$ cat src/rtl/mmio_pkg.sv
// Address map, register offsets and STATUS/CTRL bit positions for the UART bridge.
// Shared by the bridge top and its tests; holds no logic beyond a STATUS packer.
package mmio_pkg;

  localparam logic [3:0] REGION     = 4'h8;
  localparam int         REGION_LSB = 28;
  localparam int         CH_LSB     = 4;
  localparam int         REG_LSB    = 2;

  typedef enum logic [1:0] {
    REG_STATUS = 2'd0,
    REG_RXDATA = 2'd1,
    REG_TXDATA = 2'd2,
    REG_CTRL   = 2'd3
  } reg_e;

  localparam int ST_TX_NOT_FULL  = 0;
  localparam int ST_RX_NOT_EMPTY = 1;
  localparam int ST_TX_OVF       = 2;
  localparam int ST_RXCNT_LSB    = 8;

  localparam int CTRL_RX_IRQ_EN       = 0;
  localparam int CTRL_TX_EMPTY_IRQ_EN = 1;
  localparam int CTRL_OVF_CLR         = 7;

  function automatic logic [31:0] pack_status(input logic       tx_not_full,
                                              input logic       rx_not_empty,
                                              input logic       tx_ovf,
                                              input logic [7:0] rx_count);
    logic [31:0] s;
    s                        = '0;
    s[ST_TX_NOT_FULL]        = tx_not_full;
    s[ST_RX_NOT_EMPTY]       = rx_not_empty;
    s[ST_TX_OVF]             = tx_ovf;
    s[ST_RXCNT_LSB +: 8]     = rx_count;
    return s;
  endfunction

endpackage

$ cat src/rtl/byte_fifo.sv
// Byte FIFO with registered pointers/count and a combinational head; zero-latency read.
// Push while full is accepted only when a pop happens on the same edge; pop while empty is ignored.
module byte_fifo #(
  parameter int DEPTH = 8
) (
  input  logic                   clk,
  input  logic                   rst,
  input  logic                   push,
  input  logic [7:0]             din,
  input  logic                   pop,
  output logic                   full,
  output logic                   empty,
  output logic [$clog2(DEPTH):0] count,
  output logic [7:0]             head
);

  localparam int             AW       = $clog2(DEPTH);
  localparam logic [AW:0]    FULL_CNT = DEPTH[AW:0];

  logic [AW-1:0] wr_ptr_q, wr_ptr_d;
  logic [AW-1:0] rd_ptr_q, rd_ptr_d;
  logic [AW:0]   count_q, count_d;
  logic [7:0]    mem [DEPTH];
  logic          do_push, do_pop;

  assign full    = (count_q == FULL_CNT);
  assign empty   = (count_q == '0);
  assign count   = count_q;
  assign head    = mem[rd_ptr_q];
  assign do_pop  = pop & ~empty;
  assign do_push = push & (~full | do_pop);

  // Power-of-two depth lets the pointers wrap by natural overflow.
  always_comb begin
    wr_ptr_d = wr_ptr_q;
    rd_ptr_d = rd_ptr_q;
    count_d  = count_q;
    if (do_push) wr_ptr_d = wr_ptr_q + 1'b1;
    if (do_pop)  rd_ptr_d = rd_ptr_q + 1'b1;
    case ({do_push, do_pop})
      2'b10:   count_d = count_q + 1'b1;
      2'b01:   count_d = count_q - 1'b1;
      default: count_d = count_q;
    endcase
  end

  always_ff @(posedge clk or negedge rst) begin
    if (!rst) begin
      wr_ptr_q <= '0;
      rd_ptr_q <= '0;
      count_q  <= '0;
    end else begin
      wr_ptr_q <= wr_ptr_d;
      rd_ptr_q <= rd_ptr_d;
      count_q  <= count_d;
    end
  end

  always_ff @(posedge clk) begin
    if (do_push) mem[wr_ptr_q] <= din;
  end

endmodule

$ cat src/rtl/mmio_uart_bridge.sv
// MMIO slave exposing NCH UART channels (STATUS/RXDATA/TXDATA/CTRL); read data 1 cycle after accept.
// stall freezes only CPU-side accesses; UART-side valid/ready handshakes keep running.
module mmio_uart_bridge
  import mmio_pkg::*;
#(
  parameter int NCH      = 2,
  parameter int TX_DEPTH = 8,
  parameter int RX_DEPTH = 8
) (
  input  logic             clk,
  input  logic             rst,
  input  logic             stall,
  input  logic             req_valid,
  input  logic             req_we,
  input  logic [31:0]      req_addr,
  input  logic [7:0]       req_wdata,
  output logic             sel,
  output logic [31:0]      rdata,
  output logic [NCH*8-1:0] tx_data,
  output logic [NCH-1:0]   tx_valid,
  input  logic [NCH-1:0]   tx_ready,
  input  logic [NCH*8-1:0] rx_data,
  input  logic [NCH-1:0]   rx_valid,
  output logic [NCH-1:0]   rx_ready,
  output logic [NCH-1:0]   irq
);

  localparam int TCW = $clog2(TX_DEPTH) + 1;
  localparam int RCW = $clog2(RX_DEPTH) + 1;

  logic [1:0]  ch;
  reg_e        rsel;
  logic        acc;
  logic [31:0] rd_val;
  logic [31:0] rdata_q, rdata_d;
  logic        unused_addr;

  // Padded to four entries so the 2-bit channel field indexes without range issues.
  logic [31:0] status_w   [4];
  logic [7:0]  rx_head_w  [4];
  logic        rx_empty_w [4];
  logic [1:0]  ctrl_w     [4];
  logic        mapped_w   [4];

  assign ch          = req_addr[CH_LSB +: 2];
  assign rsel        = reg_e'(req_addr[REG_LSB +: 2]);
  assign sel         = (req_addr[REGION_LSB +: 4] == REGION);
  assign acc         = req_valid & sel & ~stall;
  assign unused_addr = ^{req_addr[27:6], req_addr[1:0]};

  for (genvar c = 0; c < 4; c++) begin : g_ch
    if (c < NCH) begin : g_on
      logic           hit;
      logic           tx_push, tx_pop, tx_full, tx_empty;
      logic           rx_push, rx_pop, rx_full, rx_empty;
      logic [TCW-1:0] tx_cnt;
      logic [RCW-1:0] rx_cnt;
      logic [7:0]     tx_head, rx_head;
      logic [1:0]     ctrl_q, ctrl_d;
      logic           ovf_q, ovf_d;
      logic           unused_tx_cnt;

      assign hit     = acc & (ch == 2'(c));
      assign tx_push = hit & req_we & (rsel == REG_TXDATA);
      assign tx_pop  = tx_valid[c] & tx_ready[c];
      assign rx_pop  = hit & ~req_we & (rsel == REG_RXDATA);
      assign rx_push = rx_valid[c] & rx_ready[c];

      byte_fifo #(.DEPTH(TX_DEPTH)) u_tx_fifo (
        .clk   (clk),
        .rst   (rst),
        .push  (tx_push),
        .din   (req_wdata),
        .pop   (tx_pop),
        .full  (tx_full),
        .empty (tx_empty),
        .count (tx_cnt),
        .head  (tx_head)
      );

      byte_fifo #(.DEPTH(RX_DEPTH)) u_rx_fifo (
        .clk   (clk),
        .rst   (rst),
        .push  (rx_push),
        .din   (rx_data[c*8 +: 8]),
        .pop   (rx_pop),
        .full  (rx_full),
        .empty (rx_empty),
        .count (rx_cnt),
        .head  (rx_head)
      );

      assign unused_tx_cnt     = ^tx_cnt;
      assign tx_valid[c]       = ~tx_empty;
      assign tx_data[c*8 +: 8] = tx_head;
      // A same-edge CPU pop frees a slot, so a full RX FIFO can still take a byte.
      assign rx_ready[c]       = rst & (~rx_full | rx_pop);
      assign irq[c]            = (ctrl_q[CTRL_RX_IRQ_EN] & ~rx_empty) |
                                 (ctrl_q[CTRL_TX_EMPTY_IRQ_EN] & tx_empty);

      always_comb begin
        ctrl_d = ctrl_q;
        ovf_d  = ovf_q;
        if (hit & req_we & (rsel == REG_CTRL)) begin
          ctrl_d = req_wdata[1:0];
          if (req_wdata[CTRL_OVF_CLR]) ovf_d = 1'b0;
        end
        if (tx_push & tx_full & ~tx_pop) ovf_d = 1'b1;
      end

      always_ff @(posedge clk or negedge rst) begin
        if (!rst) begin
          ctrl_q <= '0;
          ovf_q  <= 1'b0;
        end else begin
          ctrl_q <= ctrl_d;
          ovf_q  <= ovf_d;
        end
      end

      assign status_w[c]   = pack_status(~tx_full, ~rx_empty, ovf_q, 8'(rx_cnt));
      assign rx_head_w[c]  = rx_head;
      assign rx_empty_w[c] = rx_empty;
      assign ctrl_w[c]     = ctrl_q;
      assign mapped_w[c]   = 1'b1;
    end else begin : g_off
      assign status_w[c]   = '0;
      assign rx_head_w[c]  = '0;
      assign rx_empty_w[c] = 1'b1;
      assign ctrl_w[c]     = '0;
      assign mapped_w[c]   = 1'b0;
    end
  end

  always_comb begin
    rd_val = '0;
    if (mapped_w[ch]) begin
      case (rsel)
        REG_STATUS: rd_val = status_w[ch];
        REG_RXDATA: if (!rx_empty_w[ch]) rd_val = {24'd0, rx_head_w[ch]};
        REG_CTRL:   rd_val = {30'd0, ctrl_w[ch]};
        default:    rd_val = '0;
      endcase
    end
    rdata_d = (acc & ~req_we) ? rd_val : rdata_q;
  end

  always_ff @(posedge clk or negedge rst) begin
    if (!rst) rdata_q <= '0;
    else      rdata_q <= rdata_d;
  end

  assign rdata = rdata_q;

endmodule

$ cat config.mk
export PLATFORM = sky130hd
export DESIGN_NAME = mmio_uart_bridge
export DESIGN_NICKNAME = d
export VERILOG_FILES = /design/src/rtl/mmio_pkg.sv /design/src/rtl/byte_fifo.sv /design/src/rtl/mmio_uart_bridge.sv
export SDC_FILE = /design/constraint.sdc
export NUM_CORES = 1
export LEC_CHECK = 0
export CORE_MARGIN = 8
export CORE_UTILIZATION = 60
export DETAILED_ROUTE_END_ITERATION = 16
export HOLD_SLACK_MARGIN = 0.03
export MAX_ROUTING_LAYER = met4
export PLACE_DENSITY = 0.83
export SYNTH_ARGS = -nofsm -noshare
export SYNTH_HDL_FRONTEND = slang
export SYNTH_SLANG_ARGS = --single-unit
$ cat constraint.sdc
create_clock -name clk -period 6.6 [get_ports clk]
set_input_delay 1.32 -clock clk [delete_from_list [all_inputs] [get_ports clk]]
set_output_delay 1.32 -clock clk [all_outputs]
set_load 0.02 [all_outputs]
==> qor.txt, run 1 <==
OUTCOME
--------------------------------------------------------------------------------------
Run status                                                                   completed

PLACEMENT
--------------------------------------------------------------------------------------
# port buffers                                                                      75
Weighted congestion reported at the end of routability-driven placement          0.845
Post-detail-place hpwl                                                        17400 um

LOGIC SYNTHESIS
--------------------------------------------------------------------------------------
Number of storage elements in the synthesis netlist                                314
Largest area contributor in the synthesized netlist                       sky130_fd_sc_hd__edfxtp_1
Most area-consuming cells after synthesis                                 sky130_fd_sc_hd__edfxtp_1 58%, sky130_fd_sc_hd__dfrtp_1 11%, sky130_fd_sc_hd__mux4_2 11%
Post-synth EDFFs                                                                   256
Sequential fraction of the synthesis area                                        68.8%
Area fraction of the dominant cell type after synthesis                          57.9%
Netlist area before placement                                                13300 um2
Fraction of synthesis flops using an asynchronous set or reset pin               18.5%
Mapped Cells                                                                       762
Synthesized area per cell                                                     17.4 um2
Warnings from Yosys                                                                  0
Most used flip-flop cell after synthesis                                  sky130_fd_sc_hd__edfxtp_1
Count of distinct cell types in the synthesized netlist                             60

SETUP PATH
--------------------------------------------------------------------------------------
Dominant delay contributor by cell family on the critical path            buffers and inverters
Critical Path Sink Type                                                    output port
Required time of the worst setup path                                          5.28 ns
Cells along the critical path                                             clkdlybuf4s50_1, or3b_2, or4_4, a31oi_1, clkdlybuf4s50_1
Library cell appearing most often on the critical path                    sky130_fd_sc_hd__clkdlybuf4s50_1
End of the worst register-to-register path                                g_ch[0].g_on.u_tx_fifo.count[3]$_DFFE_PN0P_
Worst R2R Path Depth                                                                 9
Start-to-end type of the worst setup path                                    in -> out
Startpoint of the lowest-slack register-to-register path                  g_ch[0].g_on.u_tx_fifo.count[0]$_DFFE_PN0P_
Arrival time of data at the critical path endpoint                             4.03 ns
Logic depth of the worst path, buffers included                                      5
Worst Path Max Fanout                                                               12
CP startpoint kind                                                        primary input
Worst setup path endpoint                                                  rx_ready[0]
CP bufs+invs                                                                         2
Worst reg2reg setup slack                                                      3.73 ns
Max stage delay on crit path                                                   0.73 ns
Crit path launch                                                           req_addr[2]
Cell with the largest stage delay on the worst path                       sky130_fd_sc_hd__clkdlybuf4s50_1

DRT
--------------------------------------------------------------------------------------
Number of nets with antenna violations after routing                                 0
DRC violation count after routing                                                    0
Routed vias                                                                       6955
Iteration-0 DRC Markers                                                            542
Wire length reported by the detailed router                                   26200 um
Detailed-routing iteration count for the pre-antenna-repair pass                     4
Routed wire length per instance                                                22.6 um
Via density per instance                                                          6.00

GRT
--------------------------------------------------------------------------------------
Overall Global Routing Usage                                                     20.3%
Largest net degree at the start of global routing                                   62
Met1 Usage GRT                                                                   24.1%
First-pass GRT wire length                                                    40900 um
M3 GR Usage                                                                      3.56%
Busiest metal layer after global routing                                          met2
Met2 Use GR                                                                      35.7%
Initial antenna violation count                                                      1
Via count of the first global-routing pass                                        7385
Total global routing overflow                                                        0

FLOORPLANNING
--------------------------------------------------------------------------------------
Boundary pin count                                                                 120
Die span in y                                                                   165 um
DIE AREA                                                                     27200 um2
Area inside the core boundary                                                21800 um2
Starting utilization of the core area                                            61.1%
Die outline width                                                               165 um
Core Rows                                                                           54

CLOCK NETWORK
--------------------------------------------------------------------------------------
TritonCTS clock tree                                                               yes
Htree depth                                                                          1
Number of buffers inserted to repair setup after CTS                                 0
Clk sinks                                                                          314
Buffer type at the clock tree root                                        sky130_fd_sc_hd__clkbuf_16
Insertion delay of the later-clocked pin in the worst-skew pair                0.54 ns
Clock Path Buffers                                                                   3
Count of hold-fix buffers inserted at cts                                            0
Post-cts repair resize count                                                         0
TritonCTS Buffers                                                                   30
Clock-pin slew on the worst setup and hold paths                               0.06 ns

LAYOUT
--------------------------------------------------------------------------------------
Share of layout cells above drive strength 1                                     20.7%
Layout Nets                                                                        940
Area delta synth->final                                                          15.6%
Final core utilization                                                           70.6%
Final-layout fill cell count                                                      1311

HOLD PATH
--------------------------------------------------------------------------------------
Hold Path Class                                                             reg -> reg

JOB
--------------------------------------------------------------------------------------
Maximum Capacitance Violations                                                       0

POWER AND IR DROP
--------------------------------------------------------------------------------------
Leakage power total                                                            5.28 nW
Worst VDD drop                                                              0.000291 V
Total power after layout                                                       5.43 mW
Power density relative to cell area                                         354 nW/um2

STA
--------------------------------------------------------------------------------------
Unrepaired setup endpoints after global routing                                  false
Fin Setup TNS                                                                     0 ns
Share of the clock period used by the worst path after layout                    81.1%
Worst hold margin                                                             0.490 ns
Maximum clock skew at final layout                                          0.00744 ns
Clock period minus worst slack                                                 5.35 ns
Number of failing hold endpoints at the final stage                                  0
Count of pins over their slew limit                                                  0
Maximum clock rate                                                             187 MHz
Normalized max-slew margin                                                       24.2%
Pin slew with the least headroom to its limit                                  1.14 ns
Final-report setup violation count                                                   0

-- stage by stage --
stage               cells  setup slack [ns]  instance area, um2
floorplan             781              2.33               13400
global placement     1102              1.30               14300
detailed placement   1102              1.26               14300
CTS                  1158              1.26               15400
global route         1159              1.19               15400
finish               1159              1.25               15400
-- worst min path at each step --
stage	startpoint	end	slack (ns)	cells after the start
2_1_floorplan	g_ch[1].g_on.u_tx_fifo.count[3]$_DFFE_PN0P_	g_ch[1].g_on.u_tx_fifo.count[3]$_DFFE_PN0P_	0.45	1
3_3_place_gp	g_ch[1].g_on.u_tx_fifo.count[3]$_DFFE_PN0P_	g_ch[1].g_on.u_tx_fifo.count[3]$_DFFE_PN0P_	0.47	1
3_5_place_dp	rdata[9]$_DFFE_PN0P_	rdata[9]$_DFFE_PN0P_	0.48	2
4_1_cts	rdata[9]$_DFFE_PN0P_	rdata[9]$_DFFE_PN0P_	0.50	2
5_1_grt	rdata[8]$_DFFE_PN0P_	rdata[8]$_DFFE_PN0P_	0.54	2
6_report	rdata[10]$_DFFE_PN0P_	rdata[10]$_DFFE_PN0P_	0.49	2
-- kinds of logic after synthesis --
group | Yosys count | share of synthesized area (%)
AND/OR/NAND/NOR | 146 | 6.22
other | 1 | 0.0282
flip-flops | 314 | 68.8
XOR/XNOR | 33 | 2.18
AO/OA/AOI/OAI | 57 | 3.05
multiplexers | 115 | 14.8
buffers and inverters | 75 | 2.81
adder cells (fa/ha/maj) | 21 | 2.09
-- final cells by class --
class | instances | area, um2 | area share, %
Tap cell | 280 | 350 | 2.28
Timing Repair Buffer | 98 | 918 | 5.98
Inverter | 18 | 67.6 | 0.440
Clock inverter | 13 | 146 | 0.953
Multi-Input combinational cell | 392 | 3840 | 25.0
Sequential cell | 314 | 9140 | 59.5
Antenna cell | 1 | 2.50 | 0.0163
Clock buffer | 43 | 891 | 5.80
-- where the power goes --
group | internal, mW | leakage, nW | total (mW) | switching [mW]
registers | 2.30 | 3.04 | 2.58 | 0.283
clock network | 1.05 | 0.506 | 1.74 | 0.693
logic | 0.615 | 1.74 | 1.11 | 0.491
total | 3.97 | 5.28 | 5.43 | 1.47
-- state kept, by name, indices dropped and copies added (netlist names) --
register / flops
g_ch.g_on.u_rx_fifo.mem: 128
g_ch.g_on.u_tx_fifo.mem: 128
rdata: 12
g_ch.g_on.u_rx_fifo.count: 8
g_ch.g_on.u_tx_fifo.count: 8
g_ch.g_on.u_rx_fifo.rd_ptr_q: 6
g_ch.g_on.u_rx_fifo.wr_ptr_q: 6
g_ch.g_on.u_tx_fifo.rd_ptr_q: 6
g_ch.g_on.u_tx_fifo.wr_ptr_q: 6
g_ch.g_on.ctrl_q: 4
g_ch.g_on.ovf_q: 2
-- synthesized netlist by cell type (2+ instances only) --
cell type / number
sky130_fd_sc_hd__edfxtp_1: 256
sky130_fd_sc_hd__mux4_2: 62
sky130_fd_sc_hd__dfrtp_1: 58
sky130_fd_sc_hd__nand2_1: 39
sky130_fd_sc_hd__mux2_2: 33
sky130_fd_sc_hd__nor2_1: 26
sky130_fd_sc_hd__buf_4: 21
sky130_fd_sc_hd__clkbuf_1: 20
sky130_fd_sc_hd__ha_1: 19
sky130_fd_sc_hd__mux2i_1: 19
sky130_fd_sc_hd__xnor2_1: 19
sky130_fd_sc_hd__inv_1: 17
sky130_fd_sc_hd__nor3_1: 15
sky130_fd_sc_hd__xor2_1: 14
sky130_fd_sc_hd__nand2b_1: 13
sky130_fd_sc_hd__o21ai_0: 12
sky130_fd_sc_hd__buf_1: 11
sky130_fd_sc_hd__nor4_1: 11
sky130_fd_sc_hd__a21oi_1: 9
sky130_fd_sc_hd__o22ai_1: 7
sky130_fd_sc_hd__a221o_1: 6
sky130_fd_sc_hd__a211oi_1: 5
sky130_fd_sc_hd__nand3b_1: 5
sky130_fd_sc_hd__buf_2: 4
sky130_fd_sc_hd__o31ai_1: 4
sky130_fd_sc_hd__or3_1: 4
sky130_fd_sc_hd__or4_1: 4
sky130_fd_sc_hd__a22oi_1: 3
sky130_fd_sc_hd__nand3_1: 3
sky130_fd_sc_hd__nor2b_1: 3
sky130_fd_sc_hd__a211o_1: 2
sky130_fd_sc_hd__a21o_1: 2
sky130_fd_sc_hd__a31oi_1: 2
sky130_fd_sc_hd__and4_1: 2
sky130_fd_sc_hd__fa_1: 2
sky130_fd_sc_hd__nand4_1: 2
sky130_fd_sc_hd__nor3b_1: 2
sky130_fd_sc_hd__nor4_4: 2
sky130_fd_sc_hd__nor4b_1: 2
sky130_fd_sc_hd__or4b_2: 2
-- worst reg2reg max path: cells and delay by family, from the launching register on --
family / cells / cell delay (ns)
compound gates: 4 / 0.83
fa+ha+maj: 1 / 0.32
flops: 1 / 0.44
simple gates: 4 / 1.17
-- metal layers --
layer / vias to the layer above / share of wire (%)
met4: 0 / 2.0
met2: 228 / 54
met1: 3555 / 38
li1: 3136 / -
met3: 36 / 5.7
met5: - / 0
-- placed cells by master, fill, tap and decap left out, types with 14 or more instances in the layout --
cell	Yosys	routed
sky130_fd_sc_hd__clkdlybuf4s50_1	0	74
sky130_fd_sc_hd__nand2_1	39	39
sky130_fd_sc_hd__conb_1	1	20
sky130_fd_sc_hd__edfxtp_1	256	256
sky130_fd_sc_hd__xnor2_1	19	19
sky130_fd_sc_hd__mux4_2	62	62
sky130_fd_sc_hd__dfrtp_1	58	58
sky130_fd_sc_hd__ha_1	19	19
sky130_fd_sc_hd__xor2_1	14	14
sky130_fd_sc_hd__inv_1	17	17
sky130_fd_sc_hd__nor3_1	15	15
sky130_fd_sc_hd__nor2_1	26	26
sky130_fd_sc_hd__clkbuf_16	0	31
sky130_fd_sc_hd__mux2_2	33	33
sky130_fd_sc_hd__mux2i_1	19	19
sky130_fd_sc_hd__buf_4	21	23
Note: power is estimated with default switching activity, not from simulation.
==> inputs of run 2 (changes only) <==
--- a/config.mk
+++ b/config.mk
@@ -6,11 +6,11 @@
 export NUM_CORES = 1
 export LEC_CHECK = 0
 export CORE_MARGIN = 8
-export CORE_UTILIZATION = 60
+export CORE_UTILIZATION = 52
 export DETAILED_ROUTE_END_ITERATION = 16
 export HOLD_SLACK_MARGIN = 0.03
 export MAX_ROUTING_LAYER = met4
-export PLACE_DENSITY = 0.83
+export PLACE_DENSITY = 0.76
 export SYNTH_ARGS = -nofsm -noshare
 export SYNTH_HDL_FRONTEND = slang
 export SYNTH_SLANG_ARGS = --single-unit
==> constraint.sdc (replaced) <==
create_clock -name clk -period 4.4 [get_ports clk]
set_input_delay 0.88 -clock clk [delete_from_list [all_inputs] [get_ports clk]]
set_output_delay 0.88 -clock clk [all_outputs]
set_load 0.02 [all_outputs]
==> run 2 against run 1 <==
Critical path depth unchanged. Clock-buffer cell count decreased by 5. Wire length decreased by 1.1%. Die area increased by 14%. Worst hold slack got worse by 0.32 ns. Sequential power increased by 47%.
==> qor.txt, run 2 (synthesis results as in run 1) <==
PLACEMENT
--------------------------------------------------------------------------------------
Weighted congestion reported at the end of routability-driven placement          0.779
Post-detail-place hpwl                                                        17600 um
# port buffers                                                                      75

STA
--------------------------------------------------------------------------------------
Final-report setup violation count                                                   0
Pin slew with the least headroom to its limit                                  1.06 ns
Maximum clock skew at final layout                                           0.0234 ns
Maximum clock rate                                                             235 MHz
Fin Setup TNS                                                                     0 ns
Share of the clock period used by the worst path after layout                    96.8%
Number of failing hold endpoints at the final stage                                  0
Unrepaired setup endpoints after global routing                                  false
Normalized max-slew margin                                                       29.1%
Count of pins over their slew limit                                                  0
Clock period minus worst slack                                                 4.26 ns

LAYOUT
--------------------------------------------------------------------------------------
Count of inserted antenna diode cells                                                0
Share of layout cells above drive strength 1                                     22.9%
Commonest non-fill, non-tap cell in the layout                            sky130_fd_sc_hd__edfxtp_1
Register cell area after layout                                               9140 um2
Multi-input gate area                                                         3850 um2
Final-layout fill cell count                                                      1827
Top library cells by usage in the layout, fill and taps aside             256 x sky130_fd_sc_hd__edfxtp_1, 74 x sky130_fd_sc_hd__clkdlybuf4s50_1, 62 x sky130_fd_sc_hd__mux4_2
Final core utilization                                                           62.2%
Layout Nets                                                                        969
Area delta synth->final                                                          17.6%

FLOORPLANNING
--------------------------------------------------------------------------------------
DIE AREA                                                                     30900 um2
Die span in y                                                                   176 um
Boundary pin count                                                                 120
Area inside the core boundary                                                25100 um2
Starting utilization of the core area                                            52.9%
Die outline width                                                               176 um
Core Rows                                                                           58

POWER AND IR DROP
--------------------------------------------------------------------------------------
Worst VDD drop                                                              0.000333 V
Leakage power total                                                            5.43 nW
Power density relative to cell area                                         522 nW/um2

HOLD PATH
--------------------------------------------------------------------------------------
Hold Path Class                                                            in -> async

DRT
--------------------------------------------------------------------------------------
Routed vias                                                                       6942
Routed wire length per instance                                                21.0 um
DRC violation count after routing                                                    0
Detailed-routing iteration count for the pre-antenna-repair pass                     5
Wire length reported by the detailed router                                   25900 um
Iteration-0 DRC Markers                                                            540
Via density per instance                                                          5.61
Number of nets with antenna violations after routing                                 0

GRT
--------------------------------------------------------------------------------------
First-pass GRT wire length                                                    40600 um
Via count of the first global-routing pass                                        7267
Overall Global Routing Usage                                                     17.3%
Initial antenna violation count                                                      0
Total global routing overflow                                                        0
Largest net degree at the start of global routing                                   57

JOB
--------------------------------------------------------------------------------------
Maximum Capacitance Violations                                                       0

SETUP PATH
--------------------------------------------------------------------------------------
Critical Path Sink Type                                                    output port
CP startpoint kind                                                        primary input
Arrival time of data at the critical path endpoint                             3.38 ns
Start-to-end type of the worst setup path                                    in -> out
Required time of the worst setup path                                          3.52 ns
Worst Path Max Fanout                                                                4

CLOCK NETWORK
--------------------------------------------------------------------------------------
TritonCTS Buffers                                                                   31
Number of buffers inserted to repair setup after CTS                                 0
Clock Path Buffers                                                                   3
Buffer type at the clock tree root                                        sky130_fd_sc_hd__clkbuf_16
Count of hold-fix buffers inserted at cts                                            0
Clk sinks                                                                          314
Insertion delay of the later-clocked pin in the worst-skew pair                0.55 ns
TritonCTS clock tree                                                               yes
Clock-pin slew on the worst setup and hold paths                               0.06 ns
Htree depth                                                                          1
Post-cts repair resize count                                                         0

OUTCOME
--------------------------------------------------------------------------------------
Run status                                                                   completed

-- run 2: final cells by class --
class / instances / area share, %
Clock buffer: 38 / 5.26
Clock inverter: 19 / 1.24
Inverter: 18 / 0.433
Multi-Input combinational cell: 392 / 24.7
Sequential cell: 314 / 58.5
Tap cell: 330 / 2.64
Timing Repair Buffer: 126 / 7.23
-- run 2: power breakdown --
part / internal (mW) / switching, mW
clock network: 1.55 / 1.05
registers: 3.45 / 0.326
logic: 0.956 / 0.813
-- run 2: final timing paths --
path	startpoint	endpoint	slack, ns	cells after the start
setup / recovery	req_we	rx_ready[0]	0.14	5
hold / removal	rst	g_ch[0].g_on.u_rx_fifo.wr_ptr_q[2]$_DFFE_PN0P_	0.17	1
setup reg to reg	g_ch[0].g_on.u_tx_fifo.count[1]$_DFFE_PN0P_	g_ch[0].g_on.u_tx_fifo.count[3]$_DFFE_PN0P_	1.52	9
hold reg to reg	rdata[10]$_DFFE_PN0P_	rdata[10]$_DFFE_PN0P_	0.48	2
max in group asynchronous	rst	g_ch[0].g_on.u_tx_fifo.wr_ptr_q[2]$_DFFE_PN0P_	3.24	2
min in group clk	rdata[10]$_DFFE_PN0P_	rdata[10]$_DFFE_PN0P_	0.48	2
-- run 2: routing by layer --
layer	track usage, %	vias up	wire (um)
met3	2.49	38	1050
li1	-	3182	-
met5	-	-	0
met1	21.1	3571	10600
met2	30.2	151	13700
met4	4.34	0	567
-- run 2: through the flow --
step / worst slack, ns / cells / power, mW / instance area (um2) / hold slack (ns)
floorplan: 0.694 / 781 / 4.98 / 13400 / 0.448
global placement: 0.128 / 1180 / 5.57 / 14600 / 0.464
detailed placement: 0.136 / 1180 / 5.64 / 14600 / 0.475
CTS: 0.135 / 1237 / 8.24 / 15600 / 0.147
global route: 0.0922 / 1237 / 8.52 / 15600 / 0.158
finish: 0.142 / 1237 / 8.15 / 15600 / 0.168
-- run 2: worst max-delay path: stages --
cell	delay, ns
sky130_fd_sc_hd__clkdlybuf4s50_1	0.51
sky130_fd_sc_hd__or3b_2	0.56
sky130_fd_sc_hd__or4_4	0.60
sky130_fd_sc_hd__a31oi_1	0.18
sky130_fd_sc_hd__clkdlybuf4s50_1	0.64
==> inputs of run 3 (changes only) <==
--- a/config.mk
+++ b/config.mk
@@ -6,11 +6,13 @@
 export NUM_CORES = 1
 export LEC_CHECK = 0
 export CORE_MARGIN = 8
-export CORE_UTILIZATION = 52
+export CORE_UTILIZATION = 54
+export CTS_BUF_LIST = sky130_fd_sc_hd__clkbuf_4
 export DETAILED_ROUTE_END_ITERATION = 16
 export HOLD_SLACK_MARGIN = 0.03
 export MAX_ROUTING_LAYER = met4
-export PLACE_DENSITY = 0.76
+export PLACE_DENSITY = 0.79
+export SETUP_SLACK_MARGIN = 0.05
 export SYNTH_ARGS = -nofsm -noshare
 export SYNTH_HDL_FRONTEND = slang
 export SYNTH_SLANG_ARGS = --single-unit
==> run 3 against run 2 <==
Register-to-register slack got worse by 0.04 ns. Cell count rose by 6.5%. Global-route usage rose by 1.4 points. Die area fell by 3.4%. Sequential power barely moved. Setup slack improved by 0.010 ns. Highest routed layer unchanged.
==> qor.txt, run 3 (synthesis results as in run 1) <==
LAYOUT
--------------------------------------------------------------------------------------
Final standard cell area without fillers                                     15600 um2
Share of layout cells above drive strength 1                                     28.8%
Commonest non-fill, non-tap cell in the layout                            sky130_fd_sc_hd__edfxtp_1
Layout Nets                                                                       1019
Top library cells by usage in the layout, fill and taps aside             256 x sky130_fd_sc_hd__edfxtp_1, 113 x sky130_fd_sc_hd__clkbuf_4, 74 x sky130_fd_sc_hd__clkdlybuf4s50_1
Area delta synth->final                                                          17.6%

CLOCK NETWORK
--------------------------------------------------------------------------------------
Number of buffers inserted to repair setup after CTS                                 0
Htree depth                                                                          3
Insertion delay of the later-clocked pin in the worst-skew pair                0.68 ns
TritonCTS clock tree                                                               yes
Buffer type at the clock tree root                                        sky130_fd_sc_hd__clkbuf_4
Clock-pin slew on the worst setup and hold paths                               0.06 ns
Post-cts repair resize count                                                         0
Clk sinks                                                                          314
Clock Path Buffers                                                                   3
TritonCTS Buffers                                                                   78
Count of hold-fix buffers inserted at cts                                            1

STA
--------------------------------------------------------------------------------------
Unrepaired setup endpoints after global routing                                  false
Pin slew with the least headroom to its limit                                 0.982 ns
Slack of the critical path                                                    0.152 ns
Final-report setup violation count                                                   0
Share of the clock period used by the worst path after layout                    96.5%
Fin Setup TNS                                                                     0 ns
Count of pins over their slew limit                                                  0
Maximum clock rate                                                             235 MHz
Normalized max-slew margin                                                       34.0%
Maximum clock skew at final layout                                           0.0329 ns
Number of failing hold endpoints at the final stage                                  0
Clock period minus worst slack                                                 4.25 ns

GRT
--------------------------------------------------------------------------------------
Initial antenna violation count                                                      1
Largest net degree at the start of global routing                                   56
Met2 Use GR                                                                      32.2%
M3 GR Usage                                                                      4.44%
Total global routing overflow                                                        0
First-pass GRT wire length                                                    42600 um
Busiest metal layer after global routing                                          met2
Met1 Usage GRT                                                                   21.2%
Overall Global Routing Usage                                                     18.7%
Via count of the first global-routing pass                                        7812

SETUP PATH
--------------------------------------------------------------------------------------
Worst Path Max Fanout                                                                4
Arrival time of data at the critical path endpoint                             3.37 ns
Worst reg2reg setup slack                                                      1.48 ns
Required time of the worst setup path                                          3.52 ns
CP startpoint kind                                                        primary input
End of the worst register-to-register path                                g_ch[0].g_on.u_tx_fifo.count[3]$_DFFE_PN0P_
Critical Path Sink Type                                                    output port
Startpoint of the lowest-slack register-to-register path                  g_ch[0].g_on.u_tx_fifo.count[1]$_DFFE_PN0P_
Start-to-end type of the worst setup path                                    in -> out
Worst R2R Path Depth                                                                 9

PLACEMENT
--------------------------------------------------------------------------------------
Post-detail-place hpwl                                                        17700 um
# port buffers                                                                      75
Placed Instance Area                                                         14600 um2
Setup slack after placement                                                   0.145 ns
Weighted congestion reported at the end of routability-driven placement          0.782

DRT
--------------------------------------------------------------------------------------
Via density per instance                                                          5.56
Number of nets with antenna violations after routing                                 0
Wire length reported by the detailed router                                   26700 um
DRC violation count after routing                                                    0
Routed vias                                                                       7327
Detailed-routing iteration count for the pre-antenna-repair pass                     5
Iteration-0 DRC Markers                                                            550
Routed wire length per instance                                                20.3 um

HOLD PATH
--------------------------------------------------------------------------------------
Count of cells along the worst hold path                                             1
Endpoint, Worst Hold                                                      g_ch[1].g_on.u_tx_fifo.count[3]$_DFFE_PN0P_
Hold Path Class                                                             reg -> reg
HP Start                                                                  g_ch[1].g_on.u_tx_fifo.count[3]$_DFFE_PN0P_

FLOORPLANNING
--------------------------------------------------------------------------------------
Core Rows                                                                           57
Die span in y                                                                   173 um
DIE AREA                                                                     29900 um2
Boundary pin count                                                                 120
Die outline width                                                               173 um
Area inside the core boundary                                                24200 um2
Starting utilization of the core area                                            54.8%

POWER AND IR DROP
--------------------------------------------------------------------------------------
Worst VDD drop                                                              0.000316 V
Leakage power total                                                            5.52 nW
Power density relative to cell area                                         507 nW/um2

OUTCOME
--------------------------------------------------------------------------------------
Run status                                                                   completed

JOB
--------------------------------------------------------------------------------------
Maximum Capacitance Violations                                                       0

run 3: changes by cell type in the layout (fill, tap and decap cells not counted), moves of 2 or more:
cell,delta
sky130_fd_sc_hd__clkbuf_8,-2
sky130_fd_sc_hd__clkinv_2,-3
sky130_fd_sc_hd__buf_4,+2
sky130_fd_sc_hd__clkbuf_4,+113
sky130_fd_sc_hd__clkbuf_16,-31
sky130_fd_sc_hd__clkinvlp_4,+2
sky130_fd_sc_hd__clkbuf_1,-5
sky130_fd_sc_hd__bufinv_16,-3
sky130_fd_sc_hd__clkinv_1,+12
run 3: stage by stage:
stage | total power [mW] | hold slack, ns | std cells | util (%)
2_1_floorplan | 4.98 | 0.448 | 781 | -
3_3_place_gp | 5.56 | 0.466 | 1176 | 60.3
3_5_place_dp | 5.62 | 0.471 | 1176 | 60.3
4_1_cts | 8.01 | 0.483 | 1317 | 64.4
5_1_grt | 8.35 | 0.503 | 1318 | 64.4
6_report | 7.91 | 0.476 | 1318 | 64.4
run 3: worst max path at each step:
stage	start	endpoint	slack, ns
2_1_floorplan	req_addr[30]	g_ch[1].g_on.u_rx_fifo.mem[4][0]$_DFFE_PP_	0.69
3_3_place_gp	req_addr[2]	rx_ready[0]	0.14
3_5_place_dp	req_addr[2]	rx_ready[0]	0.14
4_1_cts	req_addr[2]	rx_ready[0]	0.14
5_1_grt	req_addr[30]	rx_ready[1]	0.07
6_report	req_addr[30]	rx_ready[1]	0.15
run 3: per-layer routing:
| metal | wire (um) | vias to the layer above |
|---|---|---|
| met5 | 0 | - |
| met4 | 359 | 0 |
| met3 | 1400 | 34 |
| met2 | 14600 | 209 |
| met1 | 10300 | 3738 |
| li1 | - | 3346 |
run 3: area by class of cell:
class | instances | area, um2
antenna | 1 | 2.50
clock buffer | 113 | 848
clock inverter | 27 | 144
fill | 1709 | 8630
inverter | 18 | 67.6
multi-input combinational | 392 | 3850
sequential | 314 | 9140
tap | 324 | 405
timing repair buffer | 129 | 1150
run 3: report_power, final:
part	switching (mW)	total [mW]	leakage [nW]	internal, mW
sequential	0.323	3.77	3.04	3.45
clock	1.12	2.37	0.583	1.25
combinational	0.817	1.77	1.90	0.954
run 3: worst max-delay path: stages:
cell and delay (ns):
sky130_fd_sc_hd__clkdlybuf4s50_1 0.40, sky130_fd_sc_hd__or4b_4 0.59, sky130_fd_sc_hd__or3_4 0.43, sky130_fd_sc_hd__o211ai_2 0.23, sky130_fd_sc_hd__nand2_1 0.14, sky130_fd_sc_hd__inv_1 0.08, sky130_fd_sc_hd__clkdlybuf4s50_1 0.62
